## src/rtl/vend_pkg.sv

```systemverilog
// Shared types for the vend dispenser: FSM states, fault codes, product select, sizing helper.
// Pure declarations; no timing or flow control of its own.
`timescale 1ns/1ps
package vend_pkg;

  typedef enum logic [2:0] {
    ST_IDLE,
    ST_PROD_PULSE,
    ST_PROD_WAIT,
    ST_COIN_PULSE,
    ST_COIN_WAIT,
    ST_COIN_GAP,
    ST_DONE,
    ST_FAULT
  } state_t;

  typedef enum logic [1:0] {
    PROD_NONE,
    PROD_SODA,
    PROD_DIET
  } prod_t;

  localparam logic [1:0] FAULT_NONE = 2'b00;
  localparam logic [1:0] FAULT_PROD = 2'b01;
  localparam logic [1:0] FAULT_COIN = 2'b10;

  function automatic int max3(input int a, input int b, input int c);
    int m;
    m = a;
    if (b > m) m = b;
    if (c > m) m = c;
    return m;
  endfunction

endpackage

```

## src/rtl/pulse_timer.sv

```systemverilog
// Loadable down-counter; expired is high during the last of load_val cycles after a load.
// Load takes effect on the next edge; no flow control.
`timescale 1ns/1ps
module pulse_timer #(
  parameter int W = 11
) (
  input  logic         clk,
  input  logic         reset,
  input  logic         load,
  input  logic [W-1:0] load_val,
  output logic         expired
);

  logic [W-1:0] cnt;

  always_ff @(posedge clk or posedge reset) begin
    if (reset) begin
      cnt <= '0;
    end else if (load) begin
      cnt <= load_val;
    end else if (cnt != '0) begin
      cnt <= cnt - W'(1);
    end
  end

  // Holding at zero keeps an unloaded timer from ever expiring again.
  assign expired = (cnt == W'(1));

endmodule

```

## src/rtl/vend_dispenser.sv

```systemverilog
// Vend dispenser: timed product/nickel solenoid pulses, each confirmed by a sensor; busy/done/fault status.
// Latency: solenoid rises 2 clk edges after the request; no backpressure, one transaction at a time.
`timescale 1ns/1ps
module vend_dispenser
  import vend_pkg::*;
#(
  parameter int PULSE_CYCLES   = 16,
  parameter int TIMEOUT_CYCLES = 1024,
  parameter int GAP_CYCLES     = 4,
  parameter int CNT_W          = 3
) (
  input  logic             clk,
  input  logic             reset,
  input  logic             give_soda,
  input  logic             give_diet,
  input  logic [CNT_W-1:0] change_count,
  input  logic             drop_sense,
  input  logic             coin_sense,
  input  logic             clear_fault,
  output logic             soda_motor,
  output logic             diet_motor,
  output logic             coin_eject,
  output logic             busy,
  output logic             done,
  output logic             fault,
  output logic [1:0]       fault_code
);

  localparam int TW = $clog2(max3(PULSE_CYCLES, TIMEOUT_CYCLES, GAP_CYCLES)) + 1;
  localparam logic [TW-1:0] LD_PULSE   = TW'(PULSE_CYCLES);
  localparam logic [TW-1:0] LD_TIMEOUT = TW'(TIMEOUT_CYCLES);
  localparam logic [TW-1:0] LD_GAP     = TW'(GAP_CYCLES);

  state_t           state, state_nx;
  prod_t            product;
  logic [CNT_W-1:0] nickels_left;
  logic [CNT_W-1:0] cc_q;
  logic [1:0]       fault_code_q;
  logic             soda_q, diet_q, nz_q;
  logic             soda_p, diet_p, nz_p;
  logic             drop_p, coin_p;
  logic             confirmed;
  logic             start, sense_rise, confirm_now;
  logic             tmr_load, tmr_exp;
  logic [TW-1:0]    tmr_val;

  // Requests are sampled once, then edge-detected against a second stage.
  always_ff @(posedge clk or posedge reset) begin
    if (reset) begin
      soda_q <= 1'b0;
      diet_q <= 1'b0;
      nz_q   <= 1'b0;
      cc_q   <= '0;
      soda_p <= 1'b0;
      diet_p <= 1'b0;
      nz_p   <= 1'b0;
      drop_p <= 1'b0;
      coin_p <= 1'b0;
    end else begin
      soda_q <= give_soda;
      diet_q <= give_diet;
      nz_q   <= (change_count != '0);
      cc_q   <= change_count;
      soda_p <= soda_q;
      diet_p <= diet_q;
      nz_p   <= nz_q;
      drop_p <= drop_sense;
      coin_p <= coin_sense;
    end
  end

  assign start = (state == ST_IDLE) &&
                 ((soda_q & ~soda_p) | (diet_q & ~diet_p) | (nz_q & ~nz_p));

  always_comb begin
    sense_rise = 1'b0;
    case (state)
      ST_PROD_PULSE, ST_PROD_WAIT: sense_rise = drop_sense & ~drop_p;
      ST_COIN_PULSE, ST_COIN_WAIT: sense_rise = coin_sense & ~coin_p;
      default: ;
    endcase
  end

  assign confirm_now = confirmed | sense_rise;

  always_ff @(posedge clk or posedge reset) begin
    if (reset) begin
      state <= ST_IDLE;
    end else begin
      state <= state_nx;
    end
  end

  always_comb begin
    state_nx = state;
    case (state)
      ST_IDLE: begin
        if (start) begin
          if (soda_q || diet_q)    state_nx = ST_PROD_PULSE;
          else if (cc_q != '0)     state_nx = ST_COIN_PULSE;
        end
      end
      ST_PROD_PULSE: if (tmr_exp) state_nx = ST_PROD_WAIT;
      ST_PROD_WAIT: begin
        if (confirm_now)   state_nx = (nickels_left != '0) ? ST_COIN_PULSE : ST_DONE;
        else if (tmr_exp)  state_nx = ST_FAULT;
      end
      ST_COIN_PULSE: if (tmr_exp) state_nx = ST_COIN_WAIT;
      ST_COIN_WAIT: begin
        if (confirm_now)   state_nx = (nickels_left > CNT_W'(1)) ? ST_COIN_GAP : ST_DONE;
        else if (tmr_exp)  state_nx = ST_FAULT;
      end
      ST_COIN_GAP:   if (tmr_exp) state_nx = ST_COIN_PULSE;
      ST_DONE:       state_nx = ST_IDLE;
      ST_FAULT:      if (clear_fault) state_nx = ST_IDLE;
      default:       state_nx = ST_IDLE;
    endcase
  end

  // Every state change reloads the shared timer with the new state's duration.
  always_comb begin
    tmr_load = (state_nx != state);
    tmr_val  = '0;
    case (state_nx)
      ST_PROD_PULSE, ST_COIN_PULSE: tmr_val = LD_PULSE;
      ST_PROD_WAIT, ST_COIN_WAIT:   tmr_val = LD_TIMEOUT;
      ST_COIN_GAP:                  tmr_val = LD_GAP;
      default:                      tmr_val = '0;
    endcase
  end

  pulse_timer #(.W(TW)) u_timer (
    .clk      (clk),
    .reset    (reset),
    .load     (tmr_load),
    .load_val (tmr_val),
    .expired  (tmr_exp)
  );

  always_ff @(posedge clk or posedge reset) begin
    if (reset) begin
      product      <= PROD_NONE;
      nickels_left <= '0;
      confirmed    <= 1'b0;
      fault_code_q <= FAULT_NONE;
    end else begin
      if (start) begin
        product      <= soda_q ? PROD_SODA : (diet_q ? PROD_DIET : PROD_NONE);
        nickels_left <= cc_q;
      end else if (state == ST_COIN_WAIT && confirm_now && nickels_left != '0) begin
        nickels_left <= nickels_left - CNT_W'(1);
      end

      // One confirmation per actuation: cleared as each pulse begins.
      if (tmr_load && (state_nx == ST_PROD_PULSE || state_nx == ST_COIN_PULSE)) begin
        confirmed <= 1'b0;
      end else if (sense_rise) begin
        confirmed <= 1'b1;
      end

      if (state_nx == ST_FAULT && state != ST_FAULT) begin
        fault_code_q <= (state == ST_PROD_WAIT) ? FAULT_PROD : FAULT_COIN;
      end else if (state == ST_FAULT && clear_fault) begin
        fault_code_q <= FAULT_NONE;
      end
    end
  end

  always_comb begin
    soda_motor = 1'b0;
    diet_motor = 1'b0;
    coin_eject = 1'b0;
    busy       = 1'b1;
    done       = 1'b0;
    fault      = 1'b0;
    fault_code = fault_code_q;
    case (state)
      ST_IDLE:       busy = 1'b0;
      ST_PROD_PULSE: begin
        soda_motor = (product == PROD_SODA);
        diet_motor = (product == PROD_DIET);
      end
      ST_COIN_PULSE: coin_eject = 1'b1;
      ST_DONE: begin
        busy = 1'b0;
        done = 1'b1;
      end
      ST_FAULT:      fault = 1'b1;
      default: ;
    endcase
  end

endmodule

```

## config.mk

```make
export PLATFORM = sky130hd
export DESIGN_NAME = vend_dispenser
export DESIGN_NICKNAME = d
export VERILOG_FILES = /design/src/rtl/vend_pkg.sv /design/src/rtl/pulse_timer.sv /design/src/rtl/vend_dispenser.sv
export SDC_FILE = /design/constraint.sdc
export NUM_CORES = 1
export LEC_CHECK = 0
export BUFFER_PORTS_ARGS = -buffer_cell sky130_fd_sc_hd__buf_2
export CAP_MARGIN = 30
export CORE_MARGIN = 2
export CORE_UTILIZATION = 24
export CTS_BUF_LIST = sky130_fd_sc_hd__clkbuf_2
export DETAILED_ROUTE_END_ITERATION = 16
export PLACE_DENSITY = 0.46
export SYNTH_ARGS = -nofsm -noshare
export SYNTH_HDL_FRONTEND = slang
export SYNTH_SLANG_ARGS = --single-unit
```

## constraint.sdc

```tcl
create_clock -name clk -period 2.9 [get_ports clk]
set_input_delay 0.145 -clock clk [delete_from_list [all_inputs] [get_ports clk]]
set_output_delay 0.145 -clock clk [all_outputs]
set_load 0.01 [all_outputs]
```

==> impl_metrics.ini, run 1 <==
[power_and_ir_drop]
p_per_area_nw_per_um2 = 1070
p_comb_frac = 0.603
p_sw_frac = 0.468
p_int_mw = 1.29
p_leak_nw = 0.981
power_frac_seq = 0.308
p_switching_mw = 1.14
pwr-share-clk = 0.089
vdd_drop_max_uv = 338

[floorplan]
initial_core_util = 0.250
fp.dieW_um = 94.2
io_pins = 18
chipHeight_um = 94.2
design.core.area_um2 = 7810
rows = 32
die_area_um2 = 8870

[grt]
grt_pass1_wl_um = 7730
antenna_found_initial = 0
grt_usage = 0.111
first_global_vias = 1626
grt_max_degree = 34
grt.overflow.total = 0

[timing]
max_freq_ghz = 0.382
hold_violations = 0
setup_viol = 0
clock_skew_ns = 0.0264
slew_headroom = 0.460
finalSetupTns_ns = 0
period_share = 0.902
worst_pin_slew_ns = 0.802
min_period_ns = 2.62
rsz0062_at_grt = no
drv_slew = 0

[yosys]
synthFlopType = dfrtp_1
syn_avg_cell_area_um2 = 9.86
yosysTopAreaCell = dfrtp_1
ys_types = 53
synth-edff-count = 0
netlist_area_um2 = 1950
synth-async-reset-ratio = 1.00
syn_nets = 214
synthCells = 198
synth_warnings = 0
synth_top_area_frac = 0.423
ys_ff_latch = 33
synth_area_leaders = dfrtp_1, ha_1, nor3_1, xor2_1, nand2_1
ys_seq_area_frac = 0.423

[min_path]
hp-class = in -> reg
hp-start = clear_fault
min_to = fault_code[1]
whs_path_depth = 3

[run_status]
outcome = completed

[setup_path]
critical_path.top_delay_family = simple AND/OR/NAND/NOR gates
r2r-start = u_timer.cnt[3]
end_kind = flop
reg2reg_depth = 7
path_max_fanout = 10
timing.reg2reg.setup_slack_ns = 0.28
path_cells = nor4_4 > and2_1 > a41oi_1 > nor3_2 > o221ai_1 > buf_4 > o41ai_2
critPathLaunchType = flop
crit_required_ns = 3.18
worstSetupPathType = reg -> reg
arrival_ns = 2.89
timing.critical_path.from = u_timer.cnt[3]
regToRegEndpoint = u_timer.cnt[4]
crit_path_top_delay_cell = dfrtp_1
max_stage_delay_ns = 0.48
critPathBufInv = 1

[cells_and_area]
final_cells = 329
multi_input_area_um2 = 1040
fin_util = 0.292
nets = 243
seq_area_um2 = 826
layout-drive-gt1-share = 0.203
nFillCells = 835
syn_to_final_growth_pct = 16.6
stdcell_area_um2 = 2280
num_antenna_cells = 0

[run]
maxCapViolCount = 0

[cts]
postCtsSetupBuffers = 0
cts_tree = yes
clk_latency_ns = 0.38
cts_resized = 0
clock-sinks = 33
cts_buffer_depth = 2
root_buffer = clkbuf_2
clkSlewWorstSetupHoldPaths_ns = 0.18
cts_max_level = 2
cts_buffers = 5
hold_buffers = 8

[drt]
num_vias = 1530
drtIter0Drc = 74
wire_per_inst_um = 13.4
via_per_inst = 4.65
antenna_left = 0
firstDrtPassIters = 4
wl_um = 4410
drc = 0

[place]
post_dp_cell_area_um2 = 2160
placedCellCount = 314
numPortBuffers = 17
gp_congestion = 0.768
dp_hpwl_um = 3180
-- Yosys cell counts (5+ instances only) --
cell      count
dfrtp_1      33
nand2_1      16
nand3_1       5
inv_1        13
ha_1          6
xnor2_1       5
nor2_1       10
nor2b_1       7
and3_1        5
a21oi_1       6
xor2_1        7
o21ai_0      10
nor3_1       14
clkbuf_1      5
-- metrics by stage --
| stage | hold slack [ns] | setup slack (ns) | power [mW] |
|---|---|---|---|
| global route | 0.156 | 0.148 | 2.67 |
| CTS | 0.126 | 0.313 | 2.45 |
| floorplan | 0.176 | 0.706 | 1.90 |
| finish | 0.135 | 0.285 | 2.42 |
| global placement | 0.255 | 0.347 | 2.23 |
| detailed placement | 0.254 | 0.360 | 2.21 |
-- placed cells by master, fill, tap and decap left out, drive strengths merged, types with 7 or more instances in the layout --
cell type | synthesis | layout
dlygate4sd3 | 0 | 8
nor2b | 7 | 7
nor2 | 10 | 10
inv | 13 | 13
nor3 | 15 | 15
buf | 3 | 22
o21ai | 12 | 12
nand2 | 16 | 16
dfrtp | 33 | 33
xor2 | 7 | 7
-- worst min-delay path, delay by kind of cell --
kind                   cells  cell delay, ns
AOI/OAI and AO/OA          1            0.12
buffers and inverters      1            0.16
and+or+nand+nor            1            0.08
-- sequential cells by signal, indices dropped and copies added (netlist names), 2 cells and up --
signal and flops:
product 2, u_timer.cnt 11, nickels_left 3, fault_code 2
cc_q 3, state 3
-- layer usage --
layer | wire (um) | vias to the layer above | GRT usage
met4 | 33 | 0 | 0.0290
met5 | 0 | - | 0
met1 | 2210 | 736 | 0.148
met3 | 140 | 5 | 0.0265
met2 | 2020 | 28 | 0.179
li1 | - | 761 | -
-- worst max-delay path by stage --
stage	end	cells past startpoint	slack [ns]
2_1_floorplan	u_timer.cnt[2]	8	0.71
3_3_place_gp	u_timer.cnt[4]	7	0.35
3_5_place_dp	u_timer.cnt[4]	7	0.36
4_1_cts	u_timer.cnt[4]	7	0.31
5_1_grt	u_timer.cnt[4]	7	0.15
6_report	u_timer.cnt[4]	7	0.28
-- final cells by class --
cell class | instances | area share
Clock buffer | 6 | 0.0132
Tap cell | 102 | 0.0561
Clock inverter | 1 | 0.00165
Multi-Input combinational cell | 144 | 0.456
Timing Repair Buffer | 30 | 0.0891
Inverter | 13 | 0.0214
Sequential cell | 33 | 0.363
-- cell families after synthesis --
logic type                 after synthesis  share of synthesized area
buffers and inverters                   21                     0.0455
xor gates and xnor gates                12                     0.0538
DFF                                     33                      0.423
adders and majority gates                6                     0.0385
muxes                                    4                     0.0224
and+or+nand+nor                         84                      0.265
AOI/OAI and AO/OA                       38                      0.152
-- power by group through the flow --
stage                     logic, mW  clock network (mW)  registers (mW)
after global routing           1.65               0.250           0.771
after detailed placement       1.45                   0           0.758
after global placement         1.47                   0           0.759
final                          1.46               0.215           0.748
after floorplan                1.18                   0           0.720
after CTS                      1.48               0.225           0.748
Power figures use the tool's default switching activity.
==> run 2: changes to the inputs <==
REMOVE_ABC_BUFFERS = 1   (was unset)
==> run 2 against run 1 <==
Setup slack better by 0.090 ns. Fmax grew 3.6%. Utilization rose by 0.21 points. Hold slack got worse by 0.011 ns. Clock skew is 0.0040 ns lower. Via count increased by 1.2%. Final area increased by 0.71%. Die area is the same. Critical path type unchanged. Register-to-register slack improved by 0.09 ns. Largest power group unchanged.
==> impl_metrics.ini, run 2 (synthesis gave the netlist of run 1 again) <==
[run_status]
outcome = completed

[setup_path]
timing.critical_path.from = u_timer.cnt[3]
timing.reg2reg.setup_slack_ns = 0.37
regToRegEndpoint = u_timer.cnt[10]
critPathBufInv = 0
path_cells = nor4_4 > and2_1 > a41oi_1 > nor3_2 > o221ai_1 > or3_1 > o21ai_1
crit_path_top_delay_cell = dfrtp_1
critPathLaunchType = flop
endpoint = u_timer.cnt[10]
reg2reg_depth = 7
max_stage_delay_ns = 0.47
critical_path.top_delay_family = simple AND/OR/NAND/NOR gates
crit_required_ns = 3.25
r2r-start = u_timer.cnt[3]
cp.depth = 7
end_kind = flop
worstSetupPathType = reg -> reg
path_max_fanout = 4
arrival_ns = 2.88

[timing]
rsz0062_at_grt = no
slew_headroom = 0.483
hold_violations = 0
worst_pin_slew_ns = 0.769
min_period_ns = 2.53
period_share = 0.871
setup_viol = 0
max_freq_ghz = 0.396
drv_slew = 0
finalSetupTns_ns = 0
clock_skew_ns = 0.0224

[grt]
grt_usage = 0.106
grt_pass1_wl_um = 7260
antenna_found_initial = 0
first_global_vias = 1500
grt_max_degree = 34
grt.overflow.total = 0

[power_and_ir_drop]
vdd_drop_max_uv = 260
p_per_area_nw_per_um2 = 1060
power_mw = 2.44
p_leak_nw = 0.987

[cells_and_area]
stdcell_area_um2 = 2290
nFillCells = 824
largest-register = u_timer.cnt
num_antenna_cells = 0
final_common_cell = dfrtp_1
nets = 244
seq_area_um2 = 826
largest_reg_flops = 11
layout-drive-gt1-share = 0.214
layout_common_cells = dfrtp_1, buf_2, nand2_1, nor3_1, inv_1
syn_to_final_growth_pct = 17.4
multi_input_area_um2 = 1040

[floorplan]
fp.dieW_um = 94.2
io_pins = 18
initial_core_util = 0.250
rows = 32
die_area_um2 = 8870
chipHeight_um = 94.2
design.core.area_um2 = 7810

[drt]
firstDrtPassIters = 5
via_per_inst = 4.68
antenna_left = 0
wire_per_inst_um = 13.0
drtIter0Drc = 91
drc = 0
num_vias = 1549
wl_um = 4290

[min_path]
hp-class = in -> reg

[cts]
root_buffer = clkbuf_2
cts_buffers = 5
clkSlewWorstSetupHoldPaths_ns = 0.20
clk_latency_ns = 0.40
clock-sinks = 33
cts_tree = yes
cts_buffer_depth = 2
cts_resized = 0
cts_max_level = 2

[place]
post_dp_cell_area_um2 = 2170
gp_congestion = 0.856
dp_hpwl_um = 3090
numPortBuffers = 17

[run]
maxCapViolCount = 0
-- run 2: changes by cell type in the layout (fill, tap and decap cells not counted), sizes merged --
cell	delta
buf	+1
clkinv	+1
clkinvlp	+1
clkbuf	-1
-- run 2: worst register-to-register path: stages, from the launching register on --
cell and delay, ns:
dfrtp_1 0.47, nor4_4 0.41, and2_1 0.24, a41oi_1 0.17, nor3_2 0.37, o221ai_1 0.29
or3_1 0.43, o21ai_1 0.12
-- run 2: layer usage --
layer | vias to the layer above | global-route usage | routed length (um)
met5 | - | 0 | 0
met1 | 727 | 0.156 | 2190
li1 | 769 | - | -
met3 | 10 | 0.0313 | 256
met4 | 0 | 0.0411 | 76
met2 | 43 | 0.143 | 1760
-- run 2: stage by stage --
stage | setup WS, ns | std cells | hold WS, ns | utilization
2_1_floorplan | 0.473 | 190 | 0.176 | -
3_3_place_gp | 0.358 | 315 | 0.253 | 0.278
3_5_place_dp | 0.402 | 315 | 0.254 | 0.278
4_1_cts | 0.377 | 331 | 0.114 | 0.294
5_1_grt | 0.180 | 331 | 0.116 | 0.294
6_report | 0.375 | 331 | 0.124 | 0.294
-- run 2: worst min path at each step --
stage	slack (ns)	end	depth (start not counted)	from
CTS	0.11	fault_code[1]	3	clear_fault
floorplan	0.18	cc_q[0]	0	change_count[0]
detailed placement	0.25	soda_q	1	give_soda
finish	0.12	fault_code[1]	3	clear_fault
global placement	0.25	diet_q	1	give_diet
global route	0.12	fault_code[1]	3	clear_fault
-- run 2: cell type report --
type | instances | area share
Clock inverter | 3 | 0.00764
Inverter | 13 | 0.0213
Clock buffer | 5 | 0.0109
Tap cell | 102 | 0.0557
Multi-Input combinational cell | 144 | 0.453
Timing Repair Buffer | 31 | 0.0917
Sequential cell | 33 | 0.360
-- run 2: repair_timing --
| item | CTS | global route |
|---|---|---|
| hold buffers | 8 | 0 |
| endpoints found under the hold margin | 41 | 0 |
| endpoints found under the setup margin | 0 | 0 |
| setup buffers | 0 | 0 |
-- run 2: where the power goes --
| group | internal [mW] | leakage [nW] | switching, mW |
|---|---|---|---|
| logic | 0.640 | 0.554 | 0.808 |
| clock network | 0.0562 | 0.0287 | 0.174 |
| registers | 0.598 | 0.404 | 0.159 |
| total | 1.29 | 0.987 | 1.14 |
